===== src/rtl/uart_receiver_cfg_if.sv =====
// Output side of the UART receiver: received word, status flags and the
// consumer handshake that drains the holding register.
interface uart_receiver_cfg_if #(
  parameter int DATA_BITS = 8
);
  // Handshake: the word in dout is taken on any rising clk edge where
  // dout_valid and dout_ready are both 1; dout_valid never waits on dout_ready.
  logic [DATA_BITS-1:0] dout;
  logic                 dout_valid;
  logic                 dout_ready;
  logic                 rx_done;
  logic                 parity_err;
  logic                 frame_err;
  logic                 overrun_err;

  modport master (
    output dout,
    output dout_valid,
    input  dout_ready,
    output rx_done,
    output parity_err,
    output frame_err,
    output overrun_err
  );

  modport slave (
    input  dout,
    input  dout_valid,
    output dout_ready,
    input  rx_done,
    input  parity_err,
    input  frame_err,
    input  overrun_err
  );
endinterface


===== src/rtl/uart_receiver_cfg.sv =====
// Oversampling UART receiver with configurable frame format and a single-word
// holding register that is overwritten (with an overrun pulse) when not drained.
module uart_receiver_cfg #(
  parameter int DATA_BITS  = 8,
  parameter int OVERSAMPLE = 16,
  parameter int PARITY_EN  = 0,
  parameter int PARITY_ODD = 0,
  parameter int STOP_BITS  = 1
) (
  input  logic               clk,
  input  logic               rst,
  input  logic               s_tick,
  input  logic               rx,
  output logic [2:0]         fsm_state,
  uart_receiver_cfg_if.master bus
);

  typedef enum logic [2:0] {
    IDLE   = 3'd0,
    START  = 3'd1,
    DATA   = 3'd2,
    PARITY = 3'd3,
    STOP   = 3'd4
  } state_t;

  localparam int           TW        = $clog2(OVERSAMPLE);
  localparam logic [TW-1:0] TICK_LAST = TW'(OVERSAMPLE - 1);
  localparam logic [TW-1:0] TICK_HALF = TW'(OVERSAMPLE / 2 - 1);
  localparam logic [3:0]   BIT_LAST  = 4'(DATA_BITS - 1);
  localparam logic [3:0]   STOP_LAST = 4'(STOP_BITS - 1);
  localparam logic         HAS_PAR   = (PARITY_EN != 0);
  localparam logic         PAR_ODD   = (PARITY_ODD != 0);

  state_t               state, state_n;
  logic                 rx_meta, rx_s, rx_prev;
  logic [TW-1:0]        tick_cnt;
  logic [3:0]           bit_cnt;
  logic [DATA_BITS-1:0] shreg;
  logic                 par_bad, stop_bad;

  logic                 rx_done_r, valid_r, perr_r, ferr_r;
  logic [DATA_BITS-1:0] dout_r;

  logic tick_clr, tick_inc, bit_clr, bit_inc;
  logic shift_en, par_en, stop_en, start_frame, frame_end;
  logic at_half, at_last;

  assign at_half = s_tick && (tick_cnt == TICK_HALF);
  assign at_last = s_tick && (tick_cnt == TICK_LAST);

  // Two-flop synchroniser; rx_prev gives the falling-edge detect that keeps a
  // held-low line (break) from re-arming the receiver.
  always_ff @(posedge clk) begin
    if (rst) begin
      rx_meta <= 1'b1;
      rx_s    <= 1'b1;
      rx_prev <= 1'b1;
    end else begin
      rx_meta <= rx;
      rx_s    <= rx_meta;
      rx_prev <= rx_s;
    end
  end

  always_ff @(posedge clk) begin
    if (rst) state <= IDLE;
    else     state <= state_n;
  end

  always_comb begin
    state_n     = state;
    tick_clr    = 1'b0;
    tick_inc    = 1'b0;
    bit_clr     = 1'b0;
    bit_inc     = 1'b0;
    shift_en    = 1'b0;
    par_en      = 1'b0;
    stop_en     = 1'b0;
    start_frame = 1'b0;
    frame_end   = 1'b0;
    case (state)
      IDLE: begin
        if (!rx_s && rx_prev) begin
          state_n     = START;
          tick_clr    = 1'b1;
          start_frame = 1'b1;
        end
      end
      START: begin
        if (at_half) begin
          tick_clr = 1'b1;
          bit_clr  = 1'b1;
          state_n  = rx_s ? IDLE : DATA;
        end else begin
          tick_inc = s_tick;
        end
      end
      DATA: begin
        if (at_last) begin
          tick_clr = 1'b1;
          shift_en = 1'b1;
          if (bit_cnt == BIT_LAST) begin
            bit_clr = 1'b1;
            state_n = HAS_PAR ? PARITY : STOP;
          end else begin
            bit_inc = 1'b1;
          end
        end else begin
          tick_inc = s_tick;
        end
      end
      PARITY: begin
        if (at_last) begin
          tick_clr = 1'b1;
          par_en   = 1'b1;
          bit_clr  = 1'b1;
          state_n  = STOP;
        end else begin
          tick_inc = s_tick;
        end
      end
      STOP: begin
        if (at_last) begin
          tick_clr = 1'b1;
          stop_en  = 1'b1;
          if (bit_cnt == STOP_LAST) begin
            bit_clr   = 1'b1;
            frame_end = 1'b1;
            state_n   = IDLE;
          end else begin
            bit_inc = 1'b1;
          end
        end else begin
          tick_inc = s_tick;
        end
      end
      default: state_n = IDLE;
    endcase
  end

  always_ff @(posedge clk) begin
    if (rst) begin
      tick_cnt <= '0;
      bit_cnt  <= '0;
      shreg    <= '0;
      par_bad  <= 1'b0;
      stop_bad <= 1'b0;
    end else begin
      if (tick_clr)      tick_cnt <= '0;
      else if (tick_inc) tick_cnt <= tick_cnt + 1'b1;

      if (bit_clr)      bit_cnt <= '0;
      else if (bit_inc) bit_cnt <= bit_cnt + 1'b1;

      // LSB arrives first, so new bits enter at the top and shift down.
      if (shift_en) shreg <= {rx_s, shreg[DATA_BITS-1:1]};

      if (start_frame) begin
        par_bad  <= 1'b0;
        stop_bad <= 1'b0;
      end else begin
        if (par_en)  par_bad  <= ((^shreg) ^ rx_s) != PAR_ODD;
        if (stop_en) stop_bad <= stop_bad | ~rx_s;
      end
    end
  end

  // rx_done marks the cycle in which the finished frame is written into the
  // holding register; the write lands on the edge that ends that cycle.
  always_ff @(posedge clk) begin
    if (rst) begin
      rx_done_r <= 1'b0;
      valid_r   <= 1'b0;
      dout_r    <= '0;
      perr_r    <= 1'b0;
      ferr_r    <= 1'b0;
    end else begin
      rx_done_r <= frame_end;
      if (rx_done_r) begin
        dout_r  <= shreg;
        perr_r  <= par_bad;
        ferr_r  <= stop_bad;
        valid_r <= 1'b1;
      end else if (valid_r && bus.dout_ready) begin
        valid_r <= 1'b0;
      end
    end
  end

  assign bus.dout        = dout_r;
  assign bus.dout_valid  = valid_r;
  assign bus.rx_done     = rx_done_r;
  assign bus.parity_err  = perr_r;
  assign bus.frame_err   = ferr_r;
  assign bus.overrun_err = rx_done_r & valid_r & ~bus.dout_ready;
  assign fsm_state       = state;

endmodule


===== src/flat_wrapper.sv =====
// flat-port wrapper written by rule: the top's interface ports become plain ports
module uart_receiver_cfg_flat 
#(
  parameter int DATA_BITS  = 8,
  parameter int OVERSAMPLE = 16,
  parameter int PARITY_EN  = 0,
  parameter int PARITY_ODD = 0,
  parameter int STOP_BITS  = 1
)
  (clk, rst, s_tick, rx, fsm_state, bus_dout, bus_dout_valid, bus_dout_ready, bus_rx_done, bus_parity_err, bus_frame_err, bus_overrun_err);
  uart_receiver_cfg_if #(.DATA_BITS(DATA_BITS)) bus_i ();
  input  logic clk;
  input  logic rst;
  input  logic s_tick;
  input  logic rx;
  output logic [2:0] fsm_state;
  output wire logic [$bits(bus_i.dout)-1:0] bus_dout;
  output wire logic [$bits(bus_i.dout_valid)-1:0] bus_dout_valid;
  input wire logic [$bits(bus_i.dout_ready)-1:0] bus_dout_ready;
  output wire logic [$bits(bus_i.rx_done)-1:0] bus_rx_done;
  output wire logic [$bits(bus_i.parity_err)-1:0] bus_parity_err;
  output wire logic [$bits(bus_i.frame_err)-1:0] bus_frame_err;
  output wire logic [$bits(bus_i.overrun_err)-1:0] bus_overrun_err;
  assign bus_dout = bus_i.dout;
  assign bus_dout_valid = bus_i.dout_valid;
  assign bus_i.dout_ready = bus_dout_ready;
  assign bus_rx_done = bus_i.rx_done;
  assign bus_parity_err = bus_i.parity_err;
  assign bus_frame_err = bus_i.frame_err;
  assign bus_overrun_err = bus_i.overrun_err;
  uart_receiver_cfg #(.DATA_BITS(DATA_BITS), .OVERSAMPLE(OVERSAMPLE), .PARITY_EN(PARITY_EN), .PARITY_ODD(PARITY_ODD), .STOP_BITS(STOP_BITS)) u_core (.clk(clk), .rst(rst), .s_tick(s_tick), .rx(rx), .fsm_state(fsm_state), .bus(bus_i));
endmodule

===== config.mk =====
export PLATFORM = sky130hd
export DESIGN_NAME = uart_receiver_cfg_flat
export DESIGN_NICKNAME = d
export VERILOG_FILES = /design/src/rtl/uart_receiver_cfg_if.sv /design/src/rtl/uart_receiver_cfg.sv /design/src/flat_wrapper.sv
export SDC_FILE = /design/constraint.sdc
export NUM_CORES = 1
export LEC_CHECK = 0
export BUFFER_PORTS_ARGS = -buffer_cell sky130_fd_sc_hd__buf_2
export CORE_ASPECT_RATIO = 1.5
export CORE_MARGIN = 2
export CORE_UTILIZATION = 50
export DETAILED_ROUTE_END_ITERATION = 7
export PLACE_DENSITY = 0.66
export SYNTH_ARGS = -nofsm -noshare
export SYNTH_HDL_FRONTEND = slang
export SYNTH_SLANG_ARGS = --single-unit
export TNS_END_PERCENT = 5

===== constraint.sdc =====
create_clock -name clk -period 2.25 [get_ports clk]
set_input_delay 0.45 -clock clk [delete_from_list [all_inputs] [get_ports clk]]
set_output_delay 0.45 -clock clk [all_outputs]
set_load 0.005 [all_outputs]

==> summary.md, run 1 <==
| Metric | Value |
|---|---|
| DRC | 0 |
| Number of synthesized flops with an enable pin | 0 |
| Placed Area | 0.00185 sq mm |
| Startpoint types | flop |
| Startpoint of the lowest-slack hold path | rx |
| Clock network power share | 45.0% |
| Row count | 26 |
| Slew @ Worst Pin | 527 ps |
| Synth area leader | dfxtp_1 |
| Most frequent cell after synthesis | dfxtp_1 |
| Worst slew margin | 64.8% |
| R2r startpoint | u_core.fsm_state[1] |
| Status | finished clean |
| Clk_skew | 3.45 ps |
| Most used DFF post-synth | dfxtp_1 |
| Hold-fix buffers, CTS | 0 |
| Die height | 75.9 microns |
| Combinational power share | 2.6% |
| Worst Path Required | 2460 ps |
| Initial Util | 51.5% |
| P_int | 0.982 mW |
| Port-buffer cells | 20 |
| Clk Tree Root Cell | clkbuf_8 |
| Die ar. | 0.00395 sq mm |
| H-tree depth | 2 |
| Most frequent cells after synthesis | 36 x dfxtp_1, 22 x nor2_1, 18 x mux2i_1 |
| Mean Syn Cell Area | 9.38 sq um |
| Routed vias | 1,357 |
| Via density | 5.47 |
| Library cells used by synthesis | 47 |
| Hold Path End | u_core.rx_meta |
| Ant. Diodes | 0 |
| Sink Count | 36 |
| Synth async-reset ratio | 0% |
| Worst Hold Class | primary input to flop |
| GRT Util Overall | 18.8% |
| Fmax | 504 MHz |
| Sw Pwr | 0.251 mW |
| Top cells by area, synth | dfxtp_1 42%, mux2i_1 10%, nor2_1 4.8%, a211oi_1 3.9%, o21ai_0 3.2% |
| Initial antenna violation count | 0 |
| Final Hold Viols | 0 |
| Synth Register Bits | 36 |
| Pre-CTS WS | 291 ps |
| Gp weighted congestion | 0.802 |
| Cells after Synth | 184 |
| First-pass GRT wire length | 5660 microns |
| Leakage power | 0.707 nW |
| PD cells | 629 mW/mm^2 |
| Worst EP arrival | 2190 ps |
| Largest net degree at the start of global routing | 32 |
| Total Wirelength | 3360 microns |
| Sw frac | 20.4% |
| HPWL after DPL | 2450 microns |
| I/O pin cnt | 21 |
| Max clock buf depth | 2 |
| Vias in the first global route | 1,280 |
| 1st-iter DRT viols | 23 |
| R2r setup slk | 270 ps |
| Peak supply drop | 523 uV |
| Remaining global-route overflow | 0 |
| CORE AREA | 0.00335 sq mm |
| Unrepaired setup endpoints after global routing | false |
| DRT antenna net count | 0 |
| Syn_nets | 192 |
| Sequential share of power | 52.4% |
| Min cycle time layout | 1980 ps |
| DIE WIDTH | 52.0 microns |
| Worst hold margin | 345 ps |
| Pins Over Slew Limit | 0 |
| Routed wire length per instance | 13.5 microns |
| # resized after CTS | 0 |
| Synth top area share | 41.8% |
| Crit path kind | flop to flop |
| Layout Nets | 213 |
| # fillers | 301 |
| DR pass1 iterations | 4 |
| Max FO, Critical Path | 17 |
| CTS tree | built |
| Synthesis warning total | 0 |
| Path depth of the worst reg2reg path | 4 |
| Max-cap violations | 0 |
| Share of layout cells above drive strength 1 | 19.4% |
| Clk_lat worst skew | 280 ps |
| Core Util, Final | 58.5% |
| Reg2reg end | u_core.bit_cnt[3] |
| P&R area growth vs syn | 13.6% |
| Synth Cell Area | 0.00173 sq mm |
| Hold path cells | 2 |
| Post-CTS Setup Inserts | 0 |
| Proportion of synthesized chip area in sequential cells | 41.8% |
| Crit. End Element | flop |
| Setup TNS | 0 ps |
| Clock-pin slew on the worst setup and hold paths | 70 ps |
| Final Setup Violations | 0 |
| Final Worst Setup Slack | 267 ps |
| Post-route design area | 0.00196 sq mm |
| Final worst-path cycle share | 88.1% |
| Num CTS Buffers | 5 |
## placed cells by master (no fill, tap or decap), types with 2 or more instances in the layout
| master | synthesis | final |
|---|---|---|
| nor3_1 | 3 | 3 |
| inv_1 | 8 | 8 |
| a211oi_1 | 9 | 9 |
| dfxtp_1 | 36 | 36 |
| a21oi_1 | 7 | 7 |
| clkbuf_8 | 0 | 5 |
| nand2b_1 | 3 | 3 |
| or3_1 | 4 | 4 |
| buf_4 | 0 | 2 |
| a31oi_1 | 2 | 2 |
| or4_1 | 3 | 3 |
| mux2i_1 | 18 | 18 |
| o31ai_1 | 3 | 3 |
| nand2_1 | 3 | 3 |
| nand3_1 | 6 | 6 |
| ha_1 | 3 | 3 |
| nor2b_1 | 2 | 2 |
| or2_2 | 3 | 3 |
| nor2_1 | 22 | 22 |
| nand3b_1 | 3 | 3 |
| xnor2_1 | 5 | 5 |
| buf_2 | 1 | 20 |
| o21ai_0 | 11 | 11 |
## cell families (layout without fill, tap and decap cells)
kind of cell    count (synthesis)  after routing  synth area share, %
fa+ha+maj                       3              3                 2.18
flops                          36             36                 41.8
mux                            18             18                 10.4
simple gates                   63             63                 21.6
buf+inv                        16             38                 4.06
compound gates                 41             41                 15.6
xor+xnor                        7              7                 4.35
## layer usage
layer	vias up	global-route usage (%)	share of wire [%]
li1	704	-	-
met1	628	21.0	43
met2	18	31.3	52
met3	7	4.92	2.5
met4	0	9.74	2.4
met5	-	0	0
## registers in the layout (all words and copies together) (netlist names)
register,cells
u_core.tick_cnt,4
u_core.rx_s,1
u_core.rx_prev,1
u_core.bus.parity_err,1
u_core.stop_bad,1
u_core.par_bad,1
u_core.bit_cnt,4
u_core.bus.frame_err,1
u_core.shreg,8
u_core.bus.dout,8
u_core.fsm_state,3
u_core.rx_meta,1
u_core.bus.dout_valid,1
u_core.bus.rx_done,1
## power by group through the flow
stage	sequential [mW]	clock (mW)	combinational, mW
after floorplan	0.658	0	0.0250
final	0.646	0.554	0.0326
after global placement	0.660	0	0.0318
after global routing	0.646	0.601	0.0367
after CTS	0.646	0.573	0.0329
after detailed placement	0.660	0	0.0329
## critical path, stage by stage (launching register included)
cell and delay, ps:
dfxtp_1 630, nand2b_1 220, a211o_1 360, or4_4 490, a211oi_2 210
## area by class of cell
cell class	count	area (sq um)	area share (%)
Multi-Input combinational cell	132	935	47.7
Sequential cell	36	721	36.8
Timing Repair Buffer	22	115	5.87
Clock buffer	6	72.6	3.70
Tap cell	42	52.6	2.68
Clock inverter	2	35.0	1.79
Inverter	8	30.0	1.53
## stage by stage
step                      std cells  total power [mW]
after CTS                       248              1.25
after detailed placement        240             0.693
after global placement          240             0.692
after floorplan                 184             0.683
final                           248              1.23
after global routing            248              1.28
## worst max path at each step
stage / from / to / slack, ps / depth (start not counted)
after floorplan: u_core.tick_cnt[0] / u_core.bit_cnt[3] / 470 / 5
after global placement: u_core.fsm_state[1] / u_core.bit_cnt[3] / 350 / 4
after detailed placement: u_core.fsm_state[1] / u_core.bit_cnt[3] / 290 / 4
after CTS: u_core.fsm_state[1] / u_core.bit_cnt[3] / 280 / 4
after global routing: u_core.fsm_state[1] / u_core.bit_cnt[3] / 120 / 4
final: u_core.fsm_state[1] / u_core.bit_cnt[3] / 270 / 4
(Power assumes the default switching activity.)
==> inputs of run 2 (changes only) <==
--- a/config.mk
+++ b/config.mk
@@ -10,7 +10,7 @@
 export CORE_MARGIN = 2
 export CORE_UTILIZATION = 50
 export DETAILED_ROUTE_END_ITERATION = 7
-export PLACE_DENSITY = 0.66
+export PLACE_DENSITY = 0.69
 export SYNTH_ARGS = -nofsm -noshare
 export SYNTH_HDL_FRONTEND = slang
 export SYNTH_SLANG_ARGS = --single-unit
==> constraint.sdc (replaced) <==
create_clock -name clk -period 1.6 [get_ports clk]
set_input_delay 0.32 -clock clk [delete_from_list [all_inputs] [get_ports clk]]
set_output_delay 0.32 -clock clk [all_outputs]
set_load 0.005 [all_outputs]
==> run 2 against run 1 <==
Effect of this change: the flow now finishes with violations (negative setup slack); flip-flop and latch count is the same; register-to-register slack lost 290 ps; combinational power up 96%; final cell count up 8.9%; largest cell class unchanged; highest routed layer unchanged.
==> summary.md, run 2 (synthesis results as in run 1) <==
| Metric | Value |
|---|---|
| CTS tree | built |
| Final Setup Violations | 2 |
| Core Util, Final | 66.6% |
| Max incr delay on CP | 440 ps |
| Final Hold Viols | 0 |
| Min cycle time layout | 1620 ps |
| Most frequent cells in the layout | 29 x dfxtp_1, 23 x buf_4, 22 x nor2_1 |
| Unrepaired setup endpoints after global routing | true |
| Worst Hold Class | primary input to flop |
| CP top delay family | simple AND/OR/NAND/NOR gates |
| I/O pin cnt | 21 |
| Pwr Total | 1.73 mW |
| Worst slew margin | 73.4% |
| Total Wirelength | 3880 microns |
| GR Util met3 | 4.72% |
| Initial Util | 51.5% |
| Clk Tree Root Cell | clkbuf_8 |
| WP buf/inv | 0 |
| Max FO, Critical Path | 10 |
| # fillers | 279 |
| Share of layout cells above drive strength 1 | 37.3% |
| Clk_skew | 4.48 ps |
| DR pass1 iterations | 4 |
| Leakage power | 0.824 nW |
| Initial antenna violation count | 0 |
| First-pass GRT wire length | 6580 microns |
| Port-buffer cells | 20 |
| CORE AREA | 0.00335 sq mm |
| Global Route met1 Usage | 23.2% |
| Post-route design area | 0.00223 sq mm |
| Remaining global-route overflow | 0 |
| Cell Chain, Critical Path | nand2b_1 > a211o_1 > or4_4 > a211oi_2 |
| Layout Nets | 235 |
| Met2 Usage GRT | 38.9% |
| Pre-CTS WS | -74.2 ps |
| Via density | 5.64 |
| Path depth of the worst reg2reg path | 4 |
| Startpoint types | flop |
| Final Worst Setup Slack | -18.0 ps |
| GRT Max-Usage Layer | met2 |
| Routed vias | 1,524 |
| Crit path kind | flop to flop |
| Die ar. | 0.00395 sq mm |
| DRT antenna net count | 0 |
| Largest net degree at the start of global routing | 20 |
| Status | complete, but fails checks |
| Fmax | 618 MHz |
| H-tree depth | 2 |
| Slew @ Worst Pin | 398 ps |
| DIE WIDTH | 52.0 microns |
| Row count | 26 |
| Crit. End Element | flop |
| Clk_lat worst skew | 280 ps |
| Slowest stage cell, crit path | or4_4 |
| Die height | 75.9 microns |
| 1st-iter DRT viols | 30 |
| CP Depth | 4 |
| Routed wire length per instance | 14.4 microns |
| Violated checks | negative setup slack |
| Pins Over Slew Limit | 0 |
| Most common cell after layout, fill and taps aside | dfxtp_1 |
| Ant. Diodes | 0 |
| GRT Util Overall | 21.3% |
| Setup TNS | -25.3 ps |
| Final worst-path cycle share | 101% |
| Gp weighted congestion | 0.874 |
| PD cells | 778 mW/mm^2 |
| Max clock buf depth | 2 |
| Max-cap violations | 0 |
| HPWL after DPL | 2840 microns |
| Worst Path Required | 1800 ps |
| Sink Count | 36 |
| Placed Area | 0.00203 sq mm |
| Hold path cells | 2 |
| Peak supply drop | 640 uV |
| Worst EP arrival | 1820 ps |
| Num CTS Buffers | 5 |
| DRC | 0 |
| Clock-pin slew on the worst setup and hold paths | 70 ps |
| P&R area growth vs syn | 29.3% |
| Vias in the first global route | 1,477 |
## run 2: changes by cell type in the layout (fill, tap and decap cells not counted), sizes merged
cell	before	now
buf	22	44
## run 2: through the flow
| step | std cells | hold slack (ps) |
|---|---|---|
| detailed placement | 261 | 394 |
| finish | 270 | 219 |
| CTS | 270 | 217 |
| global placement | 261 | 393 |
| global route | 270 | 215 |
| floorplan | 184 | 389 |
## run 2: repair_timing
item | in CTS | in global routing
hold buffers | 0 | 0
setup endpoints to repair | 6 | 16
buffers inserted | 1 | 0
pin swaps | 2 | 6
gates resized for setup | 11 | 14
## run 2: worst paths after layout
path | startpoint | end | slack, ps
worst min-delay path | rx | u_core.rx_meta | 220
worst min register to register | u_core.rx_meta | u_core.rx_s | 410
worst max register to register | u_core.fsm_state[1] | u_core.bit_cnt[2] | -20
worst max-delay path | u_core.fsm_state[1] | u_core.bit_cnt[2] | -20
## run 2: cell type report
| class | count | area, sq um | share of cell area, % |
|---|---|---|---|
| Multi-Input combinational cell | 132 | 1020 | 45.9 |
| Sequential cell | 36 | 732 | 32.8 |
| Timing Repair Buffer | 44 | 284 | 12.7 |
| Clock buffer | 6 | 72.6 | 3.25 |
| Tap cell | 42 | 52.6 | 2.36 |
| Clock inverter | 2 | 35.0 | 1.57 |
| Inverter | 8 | 30.0 | 1.35 |
## run 2: where the power goes
part	switching (mW)	total, mW	internal, mW	leakage (nW)
registers	0.00470	0.904	0.899	0.294
clock network	0.305	0.767	0.462	0.0552
logic	0.0378	0.0639	0.0261	0.474
total	0.347	1.73	1.39	0.824
## run 2: metal layers
layer | wire length, microns | part of all wire (%)
met1 | 1450 | 37
met2 | 2230 | 57
met3 | 157 | 4.0
met4 | 46 | 1.2
met5 | 0 | 0
==> inputs of run 3 (changes only) <==
--- a/config.mk
+++ b/config.mk
@@ -11,6 +11,7 @@
 export CORE_UTILIZATION = 50
 export DETAILED_ROUTE_END_ITERATION = 7
 export PLACE_DENSITY = 0.69
+export SETUP_SLACK_MARGIN = 0.1
 export SYNTH_ARGS = -nofsm -noshare
 export SYNTH_HDL_FRONTEND = slang
 export SYNTH_SLANG_ARGS = --single-unit
==> run 3 against run 2 <==
Effect of this change: the run still ends with negative setup slack left; critical endpoint is now u_core.tick_cnt[3]; register-to-register slack about the same; total power about the same; sequential share of layout area down 0.63 points.
==> summary.md, run 3 (synthesis results as in run 1) <==
| Metric | Value |
|---|---|
| Pre-CTS WS | -74.2 ps |
| Max FO, Critical Path | 7 |
| Core Util, Final | 67.9% |
| Die ar. | 0.00395 sq mm |
| P&R area growth vs syn | 31.8% |
| Layout Nets | 236 |
| Slowest stage cell, crit path | or4_4 |
| Violated checks | negative setup slack |
| Hold-fix buffers, CTS | 0 |
| HPWL after DPL | 2840 microns |
| Total Wirelength | 3960 microns |
| DRC | 0 |
| Worst Setup SP | u_core.tick_cnt[3] |
| Fmax | 623 MHz |
| Worst EP arrival | 1810 ps |
| Remaining global-route overflow | 0 |
| Clock-pin slew on the worst setup and hold paths | 70 ps |
| Startpoint types | flop |
| Crit. End Element | flop |
| Final worst-path cycle share | 100% |
| Max clock buf depth | 2 |
| Routed wire length per instance | 14.6 microns |
| Initial Util | 51.5% |
| CTS tree | built |
| Final Worst Setup Slack | -5.05 ps |
| Via density | 5.65 |
| Reg2reg end | u_core.tick_cnt[3] |
| Worst slew margin | 73.4% |
| Crit path kind | flop to flop |
| Most frequent cells in the layout | 29 x dfxtp_1, 23 x buf_4, 22 x nor2_1 |
| Largest net degree at the start of global routing | 20 |
| Max-cap violations | 0 |
| Die height | 75.9 microns |
| Slew @ Worst Pin | 397 ps |
| 1st-iter DRT viols | 50 |
| Port-buffer cells | 20 |
| DIE WIDTH | 52.0 microns |
| GRT Util Overall | 21.4% |
| First-pass GRT wire length | 6610 microns |
| Peak supply drop | 642 uV |
| CP Depth | 5 |
| WP buf/inv | 1 |
| Final Setup Violations | 1 |
| Most common cell after layout, fill and taps aside | dfxtp_1 |
| Worst Hold Class | primary input to flop |
| H-tree depth | 2 |
| I/O pin cnt | 21 |
| Clk Tree Root Cell | clkbuf_8 |
| Initial antenna violation count | 0 |
| Share of layout cells above drive strength 1 | 38.9% |
| DR pass1 iterations | 4 |
| Placed Area | 0.00203 sq mm |
| Cell Chain, Critical Path | buf_4 > o21ai_1 > a21oi_4 > or4_4 > a211oi_2 |
| Sink Count | 36 |
| Pins Over Slew Limit | 0 |
| CORE AREA | 0.00335 sq mm |
| Num CTS Buffers | 5 |
| Post-route design area | 0.00227 sq mm |
| Leakage power | 0.831 nW |
| Crit path capture | u_core.tick_cnt[3] |
| Cells after DPL | 261 |
| R2r setup slk | -5 ps |
| CP top delay family | simple AND/OR/NAND/NOR gates |
| Gp weighted congestion | 0.874 |
| Max incr delay on CP | 510 ps |
| Routed vias | 1,531 |
| Row count | 26 |
| Ant. Diodes | 0 |
| DRT antenna net count | 0 |
| Clk_lat worst skew | 280 ps |
| PD cells | 763 mW/mm^2 |
| Final Hold Viols | 0 |
| Unrepaired setup endpoints after global routing | true |
| Clk_skew | 5.68 ps |
| Non-filler cells, final | 271 |
| Status | complete, but fails checks |
| R2r startpoint | u_core.tick_cnt[3] |
| Path depth of the worst reg2reg path | 5 |
| Vias in the first global route | 1,493 |
| Worst Path Required | 1810 ps |
| Setup TNS | -5.05 ps |
| Min cycle time layout | 1610 ps |
-- run 3: how the worst min path moves through the flow --
stage	cells after the start	to	start	slack, ps
2_1_floorplan	1	u_core.rx_s	u_core.rx_meta	390
3_3_place_gp	1	u_core.rx_s	u_core.rx_meta	390
3_5_place_dp	1	u_core.rx_s	u_core.rx_meta	390
4_1_cts	2	u_core.rx_meta	rx	220
5_1_grt	2	u_core.rx_meta	rx	220
6_report	2	u_core.rx_meta	rx	220
-- run 3: where the power goes --
part / internal (mW) / switching (mW)
Sequential: 0.899 / 0.00483
Clock: 0.462 / 0.303
Combinational: 0.0263 / 0.0393
-- run 3: final cells by class --
cell class                      instances  area, sq um
Timing Repair Buffer                   45          295
Clock inverter                          2         35.0
Fill cell                             269         1080
Inverter                                8         30.0
Sequential cell                        36          732
Clock buffer                            6         72.6
Multi-Input combinational cell        132         1060
Tap cell                               42         52.6
-- run 3: timing repair --
item,in CTS,in global routing
resized for setup,11,20
pin swaps,2,9
setup endpoints to repair,16,17
buffers inserted,2,0
cloned,0,0
-- run 3: metal layers --
metal | global-route usage [%] | up-vias | part of all wire, % | wire length [microns]
met5 | 0 | - | 0 | 0
met4 | 7.11 | 0 | 1.8 | 73
met3 | 4.92 | 9 | 3.8 | 150
met2 | 39.0 | 57 | 57 | 2250
met1 | 23.1 | 714 | 38 | 1490
li1 | - | 751 | - | -
-- run 3: per-stage QoR --
stage	total power [mW]	hold WS, ps
after CTS	1.75	217
final	1.74	221
after global placement	0.984	393
after detailed placement	0.987	394
after floorplan	0.961	389
after global routing	1.80	215
